<file path="config.mk">
export PLATFORM = sky130hd
export DESIGN_NAME = mr_emi_arb_flat
export DESIGN_NICKNAME = d
export VERILOG_FILES = /design/src/rtl/mr_emi_arb_if.sv /design/src/rtl/mr_emi_arb.sv /design/src/flat_wrapper.sv
export SDC_FILE = /design/constraint.sdc
export NUM_CORES = 1
export LEC_CHECK = 0
export BUFFER_PORTS_ARGS = -buffer_cell sky130_fd_sc_hd__buf_2
export CORE_AREA = 2 2 202 204
export CTS_BUF_LIST = sky130_fd_sc_hd__clkbuf_8
export DETAILED_ROUTE_END_ITERATION = 7
export DIE_AREA = 0 0 204 206
export PLACE_DENSITY = 0.31
export SLEW_MARGIN = 0
export SYNTH_ARGS = -nofsm -noshare
export SYNTH_HDL_FRONTEND = slang
export SYNTH_SLANG_ARGS = --single-unit
</file>
<file path="constraint.sdc">
create_clock -name clk -period 2.6 [get_ports clk]
set_clock_uncertainty 0.1 [all_clocks]
set_input_delay 0.13 -clock clk [delete_from_list [all_inputs] [get_ports clk]]
set_output_delay 0.13 -clock clk [all_outputs]
set_load 0.01 [all_outputs]
</file>
<file path="src/rtl/mr_emi_arb_if.sv">
// EMI bus bundle shared by the I-side, D-side and master ports of mr_emi_arb.
// master drives the request side, slave returns read data and beat valid.
interface mr_emi_arb_if #(
    parameter int unsigned AW = 32,
    parameter int unsigned DW = 64
);
    logic [AW-1:0]   addr;
    logic [DW-1:0]   wdata;
    logic [1:0]      size;
    logic            RnW;
    logic [DW/8-1:0] bws;
    logic            req;
    logic [DW-1:0]   rdata;
    logic            valid;

    modport master (output addr, wdata, size, RnW, bws, req, input rdata, valid);
    modport slave  (input addr, wdata, size, RnW, bws, req, output rdata, valid);
endinterface

</file>
<file path="src/rtl/mr_emi_arb.sv">
// mr_emi_arb: merges the I-side (read-only) and D-side EMI ports onto one EMI
// master port. A grant is held until the owner drops req, and every hand-over
// passes through IDLE so the master sees at least one req-low cycle.
// Build option EMI_ARB_DPRIO_EN: D wins every IDLE tie instead of round-robin.
module mr_emi_arb #(
    parameter int unsigned AW = 32,
    parameter int unsigned DW = 64
) (
    input  logic         clk,
    input  logic         reset,
    mr_emi_arb_if.slave  i_emi,
    mr_emi_arb_if.slave  d_emi,
    mr_emi_arb_if.master m_emi
);
    localparam int unsigned BW = DW / 8;

    typedef enum logic [1:0] {
        IDLE  = 2'd0,
        GNT_I = 2'd1,
        GNT_D = 2'd2
    } state_t;

    state_t        state;
    logic          sel_d;
    logic          pick_d_c;
    logic [AW-1:0] addr_c;
    logic [DW-1:0] wdata_c;
    logic [1:0]    size_c;
    logic          rnw_c;
    logic [BW-1:0] bws_c;

`ifdef EMI_ARB_DPRIO_EN
    // D takes any request it is present for.
    assign pick_d_c = d_emi.req;
`else
    logic last_gnt;

    // D wins when alone, or on a tie when I was the last owner.
    assign pick_d_c = d_emi.req && (!i_emi.req || !last_gnt);
`endif

    // Grant state machine; mux select is registered alongside the state.
    always_ff @(posedge clk) begin
        if (reset) begin
            state <= IDLE;
            sel_d <= 1'b0;
`ifndef EMI_ARB_DPRIO_EN
            last_gnt <= 1'b1;
`endif
        end else begin
            case (state)
                IDLE: begin
                    if (pick_d_c) begin
                        state <= GNT_D;
                        sel_d <= 1'b1;
`ifndef EMI_ARB_DPRIO_EN
                        last_gnt <= 1'b1;
`endif
                    end else if (i_emi.req) begin
                        state <= GNT_I;
                        sel_d <= 1'b0;
`ifndef EMI_ARB_DPRIO_EN
                        last_gnt <= 1'b0;
`endif
                    end
                end
                GNT_I: if (!i_emi.req) state <= IDLE;
                GNT_D: if (!d_emi.req) state <= IDLE;
                default: state <= IDLE;
            endcase
        end
    end

    // Request-side mux; the I port is presented as a full-width read.
    always_comb begin
        addr_c  = i_emi.addr;
        wdata_c = '0;
        size_c  = i_emi.size;
        rnw_c   = 1'b1;
        bws_c   = {BW{1'b1}};
        if (sel_d) begin
            addr_c  = d_emi.addr;
            wdata_c = d_emi.wdata;
            size_c  = d_emi.size;
            rnw_c   = d_emi.RnW;
            bws_c   = d_emi.bws;
        end
    end

    assign m_emi.addr  = addr_c;
    assign m_emi.wdata = wdata_c;
    assign m_emi.size  = size_c;
    assign m_emi.RnW   = rnw_c;
    assign m_emi.bws   = bws_c;

    // Owner req passes straight through so a drop ends the request that cycle.
    assign m_emi.req = ((state == GNT_I) && i_emi.req) ||
                       ((state == GNT_D) && d_emi.req);

    // Read data is broadcast; only the owner's valid qualifies it.
    assign i_emi.rdata = m_emi.rdata;
    assign d_emi.rdata = m_emi.rdata;
    assign i_emi.valid = (state == GNT_I) && m_emi.valid;
    assign d_emi.valid = (state == GNT_D) && m_emi.valid;
endmodule

</file>
<file path="src/flat_wrapper.sv">
// flat-port wrapper written by rule: the top's interface ports become plain ports
module mr_emi_arb_flat 
#(
    parameter int unsigned AW = 32,
    parameter int unsigned DW = 64
)
  (clk, reset, i_emi_addr, i_emi_wdata, i_emi_size, i_emi_RnW, i_emi_bws, i_emi_req, i_emi_rdata, i_emi_valid, d_emi_addr, d_emi_wdata, d_emi_size, d_emi_RnW, d_emi_bws, d_emi_req, d_emi_rdata, d_emi_valid, m_emi_addr, m_emi_wdata, m_emi_size, m_emi_RnW, m_emi_bws, m_emi_req, m_emi_rdata, m_emi_valid);
  mr_emi_arb_if #(.AW(AW), .DW(DW)) i_emi_i ();
  mr_emi_arb_if #(.AW(AW), .DW(DW)) d_emi_i ();
  mr_emi_arb_if #(.AW(AW), .DW(DW)) m_emi_i ();
  input  logic clk;
  input  logic reset;
  input wire logic [$bits(i_emi_i.addr)-1:0] i_emi_addr;
  input wire logic [$bits(i_emi_i.wdata)-1:0] i_emi_wdata;
  input wire logic [$bits(i_emi_i.size)-1:0] i_emi_size;
  input wire logic [$bits(i_emi_i.RnW)-1:0] i_emi_RnW;
  input wire logic [$bits(i_emi_i.bws)-1:0] i_emi_bws;
  input wire logic [$bits(i_emi_i.req)-1:0] i_emi_req;
  output wire logic [$bits(i_emi_i.rdata)-1:0] i_emi_rdata;
  output wire logic [$bits(i_emi_i.valid)-1:0] i_emi_valid;
  input wire logic [$bits(d_emi_i.addr)-1:0] d_emi_addr;
  input wire logic [$bits(d_emi_i.wdata)-1:0] d_emi_wdata;
  input wire logic [$bits(d_emi_i.size)-1:0] d_emi_size;
  input wire logic [$bits(d_emi_i.RnW)-1:0] d_emi_RnW;
  input wire logic [$bits(d_emi_i.bws)-1:0] d_emi_bws;
  input wire logic [$bits(d_emi_i.req)-1:0] d_emi_req;
  output wire logic [$bits(d_emi_i.rdata)-1:0] d_emi_rdata;
  output wire logic [$bits(d_emi_i.valid)-1:0] d_emi_valid;
  output wire logic [$bits(m_emi_i.addr)-1:0] m_emi_addr;
  output wire logic [$bits(m_emi_i.wdata)-1:0] m_emi_wdata;
  output wire logic [$bits(m_emi_i.size)-1:0] m_emi_size;
  output wire logic [$bits(m_emi_i.RnW)-1:0] m_emi_RnW;
  output wire logic [$bits(m_emi_i.bws)-1:0] m_emi_bws;
  output wire logic [$bits(m_emi_i.req)-1:0] m_emi_req;
  input wire logic [$bits(m_emi_i.rdata)-1:0] m_emi_rdata;
  input wire logic [$bits(m_emi_i.valid)-1:0] m_emi_valid;
  assign i_emi_i.addr = i_emi_addr;
  assign i_emi_i.wdata = i_emi_wdata;
  assign i_emi_i.size = i_emi_size;
  assign i_emi_i.RnW = i_emi_RnW;
  assign i_emi_i.bws = i_emi_bws;
  assign i_emi_i.req = i_emi_req;
  assign i_emi_rdata = i_emi_i.rdata;
  assign i_emi_valid = i_emi_i.valid;
  assign d_emi_i.addr = d_emi_addr;
  assign d_emi_i.wdata = d_emi_wdata;
  assign d_emi_i.size = d_emi_size;
  assign d_emi_i.RnW = d_emi_RnW;
  assign d_emi_i.bws = d_emi_bws;
  assign d_emi_i.req = d_emi_req;
  assign d_emi_rdata = d_emi_i.rdata;
  assign d_emi_valid = d_emi_i.valid;
  assign m_emi_addr = m_emi_i.addr;
  assign m_emi_wdata = m_emi_i.wdata;
  assign m_emi_size = m_emi_i.size;
  assign m_emi_RnW = m_emi_i.RnW;
  assign m_emi_bws = m_emi_i.bws;
  assign m_emi_req = m_emi_i.req;
  assign m_emi_i.rdata = m_emi_rdata;
  assign m_emi_i.valid = m_emi_valid;
  mr_emi_arb #(.AW(AW), .DW(DW)) u_core (.clk(clk), .reset(reset), .i_emi(i_emi_i), .d_emi(d_emi_i), .m_emi(m_emi_i));
endmodule
</file>
==> flow_metrics.tcl <==
set metrics [dict create \
    arrival_ns 1.54 \
    grt_pass1_wl_um 9180 \
    synth_area_sq_um 2240 \
    drt-initial-drc-count 43 \
    tightest_slew_ns 0.532 \
    drc_errors 0 \
    grt_use_total 0.0276 \
    syn2layout_area_growth_pct 43.3 \
    grt_max_degree 61 \
    hold_class "in2reg" \
    multi_input_area_sq_um 1090 \
    ir_drop_v 0.000125 \
    clk_pin_slew_worst_paths_ns 0.03 \
    globalplace.congestion 0.611 \
    wl_um 7130 \
    synth_cell_types 21 \
    antenna_found_initial 0 \
    p_per_area_nw_per_um2 207 \
    worstHoldEndpoint "u_core.state[1]" \
    highest_layer "met4" \
    cts_buffers 3 \
    num_vias 2057 \
    min_period_ns 1.77 \
    synthArstFlopShare 0 \
    start_util 0.0556 \
    cts_buffer_depth 2 \
    setup.worst_path.class "reg2out" \
    die_w_um 204 \
    nFillCells 4750 \
    grt_pass1_vias 1731 \
    layout-drive-gt1-share 0.767 \
    min_from "reset" \
    dr_wl_met3_um 1480 \
    fin_util 0.0797 \
    die-area_sq_um 42000 \
    post_dp_cell_area_sq_um 3160 \
    leakagePower_nw 1.66 \
    rsz0062_at_grt "false" \
    final_cells 923 \
    cp.required_ns 2.37 \
    synth_common_cells "buf_4, and2_1, mux2_4" \
    yosysWarnings 0 \
    critPathMaxFanout 49 \
    core_area_sq_um 40200 \
    grt.overflow.total 0 \
    final.period_utilization 0.682 \
    rr_endpoint "u_core.sel_d" \
    post_cts_buffers 0 \
    cts_resized 0 \
    synth_flop_cell "dfxtp_1" \
    route.met2.wl_um 3290 \
    final_area_sq_um 3200 \
    worst_r2r_path_depth 3 \
    synth.top_cell.area_share 0.430 \
    synth_top_area_cell "buf_4" \
    io_pins 521 \
    cts_tree "done" \
    hold_viol 0 \
    h-tree-depth 1 \
    synth_cells 270 \
    maxSlewViolCount 0 \
    syn_area_per_cell_sq_um 8.28 \
    cts-root-buf "clkbuf_8" \
    yosys_register_bits 4 \
    yosysMostFrequentCell "buf_4" \
    syn-num-nets 553 \
    slew_headroom 0.646 \
    drt-met1-wl_um 2230 \
    whs_path_depth 2 \
    start_kind "flop" \
    die_y_um 206 \
    ys_seq_area_frac 0.0358 \
    cts_hold_buf 0 \
    avgViaCountPerCell 2.23 \
    insertion_delay_ns 0.22 \
    worst-r2r-setup-slack_ns 1.29 \
    drtAntennaViolNets 0 \
    portBuffers 255 \
    timing.fmax_mhz 564 \
    first_pass_iters 2 \
    regArea_sq_um 83.8 \
    cap_violations 0 \
    setup_violations 0 \
    crit_path_end_kind "output pin" \
    synth_edf_count 0 \
    synthTopCellsByArea "buf_4, mux2_4, and2_1, dfxtp_1, buf_6" \
    antenna_cells 0 \
    dp_hpwl_um 6160 \
    setup-tns-final_ns 0 \
    layout.nets 675 \
    status "finished, final reports clean" \
    r2r-start "u_core.sel_d" \
    dp_cells 919 \
    fp-row-count 74 \
    cts_sinks 4 \
    avgRoutedWirePerCell_um 7.73 \
]
## cell type report
type,count,area share
Clock buffer,3,0.0129
Clock inverter,1,0.00117
Inverter,3,0.00352
Multi-Input combinational cell,123,0.341
Sequential cell,4,0.0262
Tap cell,532,0.208
Timing Repair Buffer,257,0.407
## cells in the final DEF (no fill, tap or decap), drive strengths merged, types with 2 or more instances in the layout
cell and count:
dfxtp 4, nor3b 2, and2 64, buf 257
nor4b 2, nand2 2, clkbuf 3, inv 4
nand2b 10, mux2 34, and3b 2
## metal layers
layer | vias to the layer above | GRT usage
li1 | 961 | -
met1 | 855 | 0.0258
met2 | 230 | 0.0465
met3 | 11 | 0.0216
met4 | 0 | 0.00802
met5 | - | 0
## worst max-delay path by stage
stage / to / cells after the start / slack, ns / startpoint
2_1_floorplan: m_emi_addr[10] / 3 / 1.46 / u_core.sel_d
3_3_place_gp: m_emi_addr[18] / 3 / 1.03 / u_core.sel_d
3_5_place_dp: m_emi_addr[18] / 3 / 1.01 / u_core.sel_d
4_1_cts: m_emi_addr[18] / 3 / 0.78 / u_core.sel_d
5_1_grt: m_emi_addr[18] / 3 / 0.72 / u_core.sel_d
6_report: m_emi_addr[18] / 3 / 0.83 / u_core.sel_d
## where the power goes
part | total [mW] | internal, mW | switching (mW)
clock network | 0.134 | 0.101 | 0.0336
registers | 0.0737 | 0.0666 | 0.00708
logic | 0.456 | 0.260 | 0.196
## logic make-up after synthesis
kind of cell           count (synthesis)  synth area share
AOI/OAI and AO/OA                      4            0.0162
muxes                                 34             0.228
and+or+nand+nor                       85             0.245
buffers and inverters                143             0.475
DFF                                    4            0.0358
## worst max-delay path: stages, from the launching register on
cell,delay [ns]
dfxtp_4,0.35
buf_4,0.43
mux2_4,0.34
buf_2,0.16
## flip-flops by register name, indices dropped and copies added, names as in the netlist
| signal | count |
|---|---|
| u_core.last_gnt | 1 |
| u_core.sel_d | 1 |
| u_core.state | 2 |
## stage by stage
stage | hold slack [ns] | setup WS, ns | power, mW
final | 0.0303 | 0.826 | 0.664
after global routing | 0.0333 | 0.725 | 0.723
after CTS | 0.0290 | 0.777 | 0.679
after detailed placement | 0.160 | 1.01 | 0.539
after global placement | 0.160 | 1.03 | 0.542
after floorplan | 0.104 | 1.46 | 0.523
Note: power is estimated with default switching activity, not from simulation.
